`src/rtl/aes128_seq_pkg.sv`:
```
// Shared types and constants for the AES-128 round sequencer.
package aes128_seq_pkg;

    localparam int unsigned AES128_NR_DEFAULT = 10;
    localparam logic [7:0]  RCON_INIT         = 8'h01;
    localparam logic [7:0]  RCON_POLY         = 8'h1B;

    typedef enum logic [2:0] {
        ST_IDLE  = 3'd0,
        ST_INIT  = 3'd1,
        ST_ROUND = 3'd2,
        ST_FINAL = 3'd3,
        ST_HOLD  = 3'd4
    } seq_state_e;

    // Multiply by x in GF(2^8) modulo the AES polynomial.
    function automatic logic [7:0] xtime(input logic [7:0] x);
        return {x[6:0], 1'b0} ^ (x[7] ? RCON_POLY : 8'h00);
    endfunction

endpackage

```
`src/rtl/aes128_rcon_gen.sv`:
```
// Round-constant register: reloaded at INIT, stepped by xtime at the end of each full round.
module aes128_rcon_gen
    import aes128_seq_pkg::*;
(
    input  logic       clk,
    input  logic       rst,
    input  logic       load_i,
    input  logic       adv_i,
    output logic [7:0] rcon_o
);

    logic [7:0] rcon_d;
    logic [7:0] rcon_q;

    always_comb begin
        rcon_d = rcon_q;
        if (load_i) begin
            rcon_d = RCON_INIT;
        end else if (adv_i) begin
            rcon_d = xtime(rcon_q);
        end
    end

    always_ff @(posedge clk or posedge rst) begin
        if (rst) begin
            rcon_q <= RCON_INIT;
        end else begin
            rcon_q <= rcon_d;
        end
    end

    assign rcon_o = rcon_q;

endmodule

```
`src/rtl/aes128_round_seq.sv`:
```
// Round sequencer for the iterative AES-128 datapath.
// Optional cancel input abort_i is built when AES_SEQ_ABORT_EN is defined.
module aes128_round_seq
    import aes128_seq_pkg::*;
#(
    parameter int unsigned NR = AES128_NR_DEFAULT
) (
    input  logic       clk,
    input  logic       rst,
    input  logic       start_i,
    output logic       ready_o,
    output logic       key_load_o,
    output logic       round_en_o,
    output logic       final_round_o,
    output logic [3:0] round_idx_o,
    output logic [7:0] rcon_o,
    output logic       busy_o,
    output logic       out_valid_o,
    input  logic       out_ready_i,
    output logic       done_o
`ifdef AES_SEQ_ABORT_EN
    ,
    input  logic       abort_i
`endif
);

    localparam logic [3:0] LAST_ROUND = 4'(NR - 1);

    seq_state_e state_d, state_q;
    logic [3:0] cnt_d, cnt_q;
    logic       first_d, first_q;
    logic       rcon_load, rcon_adv;
    logic       abort_c;
    logic [7:0] rcon_reg;

    aes128_rcon_gen u_rcon (
        .clk    (clk),
        .rst    (rst),
        .load_i (rcon_load),
        .adv_i  (rcon_adv),
        .rcon_o (rcon_reg)
    );

`ifdef AES_SEQ_ABORT_EN
    assign abort_c = abort_i;
`else
    assign abort_c = 1'b0;
`endif

    // Next-state, counter and output decode.
    always_comb begin
        state_d       = state_q;
        cnt_d         = cnt_q;
        first_d       = 1'b0;
        rcon_load     = 1'b0;
        rcon_adv      = 1'b0;
        key_load_o    = 1'b0;
        round_en_o    = 1'b0;
        final_round_o = 1'b0;
        rcon_o        = 8'h00;
        busy_o        = 1'b0;
        out_valid_o   = 1'b0;
        done_o        = 1'b0;
        ready_o       = 1'b0;

        case (state_q)
            ST_IDLE: begin
                ready_o = 1'b1;
                if (start_i) begin
                    state_d = ST_INIT;
                    cnt_d   = 4'd0;
                end
            end
            ST_INIT: begin
                key_load_o = 1'b1;
                busy_o     = 1'b1;
                rcon_load  = 1'b1;
                cnt_d      = 4'd1;
                state_d    = ST_ROUND;
            end
            ST_ROUND: begin
                round_en_o = 1'b1;
                busy_o     = 1'b1;
                rcon_o     = rcon_reg;
                rcon_adv   = 1'b1;
                cnt_d      = cnt_q + 4'd1;
                if (cnt_q == LAST_ROUND) begin
                    state_d = ST_FINAL;
                end
            end
            ST_FINAL: begin
                round_en_o    = 1'b1;
                final_round_o = 1'b1;
                busy_o        = 1'b1;
                rcon_o        = rcon_reg;
                cnt_d         = 4'd0;
                first_d       = 1'b1;
                state_d       = ST_HOLD;
            end
            ST_HOLD: begin
                out_valid_o = 1'b1;
                done_o      = first_q;
                ready_o     = out_ready_i;
                if (out_ready_i) begin
                    state_d = start_i ? ST_INIT : ST_IDLE;
                end
            end
            default: begin
                state_d = ST_IDLE;
                cnt_d   = 4'd0;
            end
        endcase

        // Cancel wins over start and the output handshake.
        if (abort_c && (state_q != ST_IDLE)) begin
            state_d  = ST_IDLE;
            cnt_d    = 4'd0;
            first_d  = 1'b0;
            rcon_adv = 1'b0;
        end

        ready_o = ready_o & ~rst;
    end

    always_ff @(posedge clk or posedge rst) begin
        if (rst) begin
            state_q <= ST_IDLE;
            cnt_q   <= 4'd0;
            first_q <= 1'b0;
        end else begin
            state_q <= state_d;
            cnt_q   <= cnt_d;
            first_q <= first_d;
        end
    end

    assign round_idx_o = cnt_q;

endmodule

```
`config.mk`:
```
export PLATFORM = sky130hd
export DESIGN_NAME = aes128_round_seq
export DESIGN_NICKNAME = d
export VERILOG_FILES = /design/src/rtl/aes128_seq_pkg.sv /design/src/rtl/aes128_rcon_gen.sv /design/src/rtl/aes128_round_seq.sv
export SDC_FILE = /design/constraint.sdc
export NUM_CORES = 1
export LEC_CHECK = 0
export ABC_AREA = 1
export BUFFER_PORTS_ARGS = -buffer_cell sky130_fd_sc_hd__buf_2
export CAP_MARGIN = 10
export CORE_MARGIN = 2
export CORE_UTILIZATION = 45
export CTS_BUF_LIST = sky130_fd_sc_hd__clkbuf_8
export CTS_CLUSTER_SIZE = 10
export DETAILED_ROUTE_END_ITERATION = 10
export GPL_TIMING_DRIVEN = 0
export PLACE_DENSITY = 0.72
export SKIP_LAST_GASP = 1
export SLEW_MARGIN = 20
export SYNTH_ARGS = -nofsm -noshare
export SYNTH_HDL_FRONTEND = slang
export SYNTH_SLANG_ARGS = --single-unit
```
`constraint.sdc`:
```
create_clock -name clk -period 1.04 [get_ports clk]
set_input_delay 0.208 -clock clk [delete_from_list [all_inputs] [get_ports clk]]
set_output_delay 0.208 -clock clk [all_outputs]
set_load 0.01 [all_outputs]
```
Word level (Yosys, flattened, before mapping)
Index checks and enable logic that the tools add are counted.
Storage, ports and cells
  register bits after elaboration: 16
  latch bits: 0
  memory bits (writable): 0
  bits in read-only memories: 0
  input bits: 4
  output and inout bits: 19
  word-level logic and storage cells: 42
  memories: 0
Operators by class
  add/sub/neg operators: 1
  multiply operators: 0
  divide/modulo/power cells: 0
  $lt $le $gt $ge: 0
  eq/ne operators: 8
  shift operators: 0
  multiplexer cells: 19
  bitwise logic cells: 4
  reduce and logical (&&, ||, !) cells: 6
Operators with widths (count)
  8-bit two-way mux: 3
  4-bit one-hot mux with 4 select lines: 1
  3-bit one-hot mux with 5 select lines: 1
  3-bit two-way mux: 3
  1-bit two-way mux: 8
  8-bit XOR: 1
  3-bit by 2-bit == test with 1-bit output, second input constant: 2
  2-bit != test, second input constant: 3
  5-bit two-way mux: 1
  4-bit by 1-bit adder with 4-bit output, second input constant: 1
  4-bit == test, second input constant: 1
  4-bit two-way mux: 1
  3-bit by 1-bit == test with 1-bit output, second input constant: 1
  3-bit == test, second input constant: 1
  3-bit logical NOT: 1
  3-bit AND reduction: 1
  3-bit OR reduction: 1
  1-bit NOT: 2
  1-bit one-hot mux with 2 select lines: 1
  2-bit AND reduction: 1
  2-bit nonzero test: 1
  2-bit OR reduction: 1
  1-bit AND: 1

Longest topological paths before layout
  depth after elaboration: 4
  mapped depth: 6
  depth with buffers taken out: 6

Modules after synthesis
Synthesis repeated with hierarchy kept, for this count alone.
Second synthesis, totals
  cells, all modules: 118
  area total of the unflattened synthesis: 868.3 µm²
Modules (own cells, without submodules)
  aes128_round_seq: times used 1, cells each 74, area an instance 501.7 µm², sequential area each 200.2 µm²
  aes128_rcon_gen: times used 1, cells each 44, area an instance 366.6 µm², sequential area each 201.4 µm²

Worst setup path before layout
Ideal clock, no wire load.
  path type: register to output
  from: register state_q[1]
  to: output ready_o
  arrival: 0.889 ns
  required time: 0.832 ns
  setup slack: -0.057 ns
  stages on the path, launching flop included: 4
  path buffers: 0
  cell sequence: dfrtp_1 > inv_2 > nand2_1 > nor3_1
On the way
  cells in the longest elaborated chain, start to end: 3
  elaborated cells on any way between the ends: 4
  classes of those cells: eq/ne (1); mux (1); bitwise (1); reduce/logical (1)
Ends and longest elaborated chain
  start: declaration: RTL line aes128_round_seq.sv:29  | seq_state_e state_d, state_q;
  start signal: assignment: RTL line aes128_round_seq.sv:131  | state_q <= state_d;
  3-bit == test or 3-bit logical NOT (tied branches): RTL line aes128_round_seq.sv:66  | case (state_q)
  1-bit one-hot mux with 2 select lines *: RTL line aes128_round_seq.sv:66
  1-bit AND *: RTL line aes128_round_seq.sv:122  | ready_o = ready_o & ~rst;
  end: declaration: RTL line aes128_round_seq.sv:11  | output logic ready_o,
Every way passes the cells marked *; elsewhere a longest branch is shown, timed or not.

Worst setup path in the final report
  from: register state_q[1]
  to: output done_o
On the way
  cells in the longest elaborated chain, start to end: 2
Ends and longest elaborated chain
  3-bit == test: RTL line aes128_round_seq.sv:66
  1-bit two-way mux: RTL line aes128_round_seq.sv:66
  end: declaration: RTL line aes128_round_seq.sv:20  | output logic done_o
Every way passes these cells.

==> metrics.md <==
| Metric | Value |
|---|---|
| Status | finished with violations |
| Failing checks | setup timing |
| Distinct cells, synth | 21 |
| Vias in the first global route | 751 |
| Routed wire length | 2.43 mm |
| # DRC | 0 |
| Final std cells w/o fill | 177 |
| Top-count cell post-synth | nand2_1 |
| Setup crit start kind | flip-flop |
| Setup violators final | 31 |
| Worst R2R Setup Slack | -0.27 ns |
| CTS Buf Count | 3 |
| Synth Net Count | 112 |
| Number of synthesis warnings | 0 |
| # IOs | 23 |
| Area contributors post-synth | dfrtp_1 45%, nand2_1 12%, o21ai_1 7.2% |
| Worst EP required | 0.83 ns |
| Dpl cells | 153 |
| Core ar. | 0.00175 mm^2 |
| Remaining antenna violation count after routing | 0 |
| CP bufs+invs | 1 |
| Clk_lat worst skew | 0.26 ns |
| Crit path kind | reg -> out |
| Fin worst setup slack | -0.341 ns |
| Routed vias/inst | 5.04 |
| First-pass GRT wire length | 3.38 mm |
| Antenna violations before repair | 0 |
| Hold Buf Count CTS | 0 |
| Number of synthesized flops with an enable pin | 0 |
| P_leak | 0.672 nW |
| Yosys top cell area share | 0.448 |
| Count of final max-slew check failures | 0 |
| Gpl congestion | 0.870 |
| Die footprint | 0.00222 mm^2 |
| Worst-Margin Slew | 0.612 ns |
| Max transition margin | 0.592 |
| Layout cell share with drive strength beyond 1 | 0.447 |
| Largest net degree at the start of global routing | 17 |
| Hold Fails Final Rpt | 0 |
| Hold Path Class | in -> async |
| Critical path fanouts, max | 5 |
| Mapped Cells | 106 |
| Syn avg cell area | 7.90 um^2 |
| Final period util | 1.33 |
| Hpwl dp | 1.23 mm |
| # port buffers | 22 |
| VDD IR max | 2.19 mV |
| Synthesis-stage register bit count | 16 |
| Maximum clock path buffer count | 2 |
| N_diodes | 0 |
| TritonCTS clock tree | done |
| Clock slew at reported path FFs | 0.07 ns |
| Hold slack final | 0.0221 ns |
| Critical Path End Type | output port |
| Ys flop type | dfrtp_1 |
| Crit-path cells | nor2_4 -> and3_1 -> buf_2 |
| Worst EP arrival | 1.17 ns |
| Min Tclk post-route | 1.38 ns |
| Area delta synth->final | 52.6% |
| Max Cap Violations | 0 |
| Crit path largest cell delay | 0.45 ns |
| Initial cell density of the core | 0.480 |
| Cell taking the most area after synthesis | dfrtp_1 |
| Cell family with most CP delay | flip-flops |
| Routed len/inst | 13.7 um |
| Layout Nets | 159 |
| Post-Syn Area | 837 um^2 |
| Row cnt | 15 |
| H-tree levels | 1 |
| Vias | 892 |
| Pwr/cell area | 3280 mW/mm^2 |
| Gr usage total | 0.229 |
| DIE WIDTH | 47.1 um |
| Global route total overflow | 0 |
| FFs w/ async S/R, synth | 1.00 |
| Die height | 47.1 um |
| Unrepaired setup endpoints after global routing | true |
| CP max-delay cell | dfrtp_2 |
| DR pass1 iterations | 4 |
| Synth top cells by count | 26 x nand2_1, 15 x dfrtp_1, 14 x nor2_1 |
| Clock Sinks | 16 |
| Post-synthesis sequential area ratio | 0.480 |
| Worst clock skew | 0.00810 ns |
| CTS Root Cell | clkbuf_8 |
| Achievable Freq | 724 MHz |
| Initial DRC Count | 32 |
[cells by family (layout without fill, tap and decap cells)]
| family | after synthesis | count (layout) | synth area share |
|---|---|---|---|
| flops | 16 | 16 | 0.480 |
| fa+ha+maj | 2 | 2 | 0.0299 |
| simple gates | 55 | 56 | 0.302 |
| compound gates | 15 | 15 | 0.0927 |
| xor+xnor | 1 | 1 | 0.0105 |
| buf+inv | 17 | 62 | 0.0852 |
[stage by stage]
| step | setup TNS (ns) | power, mW | instance area [um^2] | utilization | setup slack, ns |
|---|---|---|---|---|---|
| floorplan | -0.0988 | 2.12 | 845 | - | -0.0161 |
| global placement | -2.06 | 2.53 | 986 | 0.565 | -0.126 |
| detailed placement | -2.58 | 2.57 | 986 | 0.565 | -0.153 |
| CTS | -6.10 | 3.70 | 1200 | 0.685 | -0.304 |
| global route | -9.21 | 4.45 | 1280 | 0.732 | -0.387 |
| finish | -7.65 | 4.18 | 1280 | 0.732 | -0.341 |
[area by class of cell]
class | instances | area (um^2)
inverter | 16 | 67.6
buffer | 1 | 11.3
clock inverter | 1 | 3.75
fill | 135 | 468
tap | 25 | 31.3
clock buffer | 3 | 41.3
timing repair buffer | 41 | 272
sequential | 16 | 405
multi-input combinational | 74 | 445
[placed cells by master, fill, tap and decap left out, types with 4 or more instances in the layout]
cell type / count
dfrtp_1: 12
nand2_4: 4
buf_6: 4
nand2_1: 23
o21ai_1: 11
nor2_1: 11
inv_1: 13
buf_4: 19
nand3_1: 7
buf_2: 19
nor2_4: 4
[registers in the layout, summed over array words and instances, names as in the netlist]
signal and cells:
first_q 1, u_rcon.rcon_o 8, round_idx_o 4, state_q 3
[final timing paths]
kind                                              start                      endpoint  cells past startpoint
max                              state_q[1]$_DFFE_PP0P_                        done_o                      3
min                                                 rst  u_rcon.rcon_o[7]$_DFFE_PP0P_                      2
max reg2reg                      state_q[1]$_DFFE_PP0P_  u_rcon.rcon_o[4]$_DFFE_PP0P_                      7
min reg2reg                u_rcon.rcon_o[6]$_DFFE_PP0P_  u_rcon.rcon_o[7]$_DFFE_PP0P_                      2
max in group asynchronous                           rst    round_idx_o[0]$_DFFE_PP0P_                      2
min in group clk                            out_ready_i        state_q[2]$_DFFE_PP0P_                      4
[layer usage]
layer  vias up  wire length [um]  GRT usage
met5         -                 0          0
met4         0                53      0.111
met1       416               939      0.292
li1        425                 -          -
met2        42              1260      0.378
met3         9               170     0.0346
[power by group]
group | total (mW) | internal, mW | switching [mW] | leakage [nW]
Clock | 0.503 | 0.263 | 0.239 | 0.0269
Sequential | 1.10 | 0.870 | 0.231 | 0.208
Combinational | 2.58 | 1.15 | 1.43 | 0.437
[repair_timing]
action	in CTS	in global routing
setup endpoints to repair	30	33
gates resized for setup	16	8
setup buffers	13	6
pin swaps	4	2
gates cloned	1	0
Note: power is estimated with default switching activity, not from simulation.
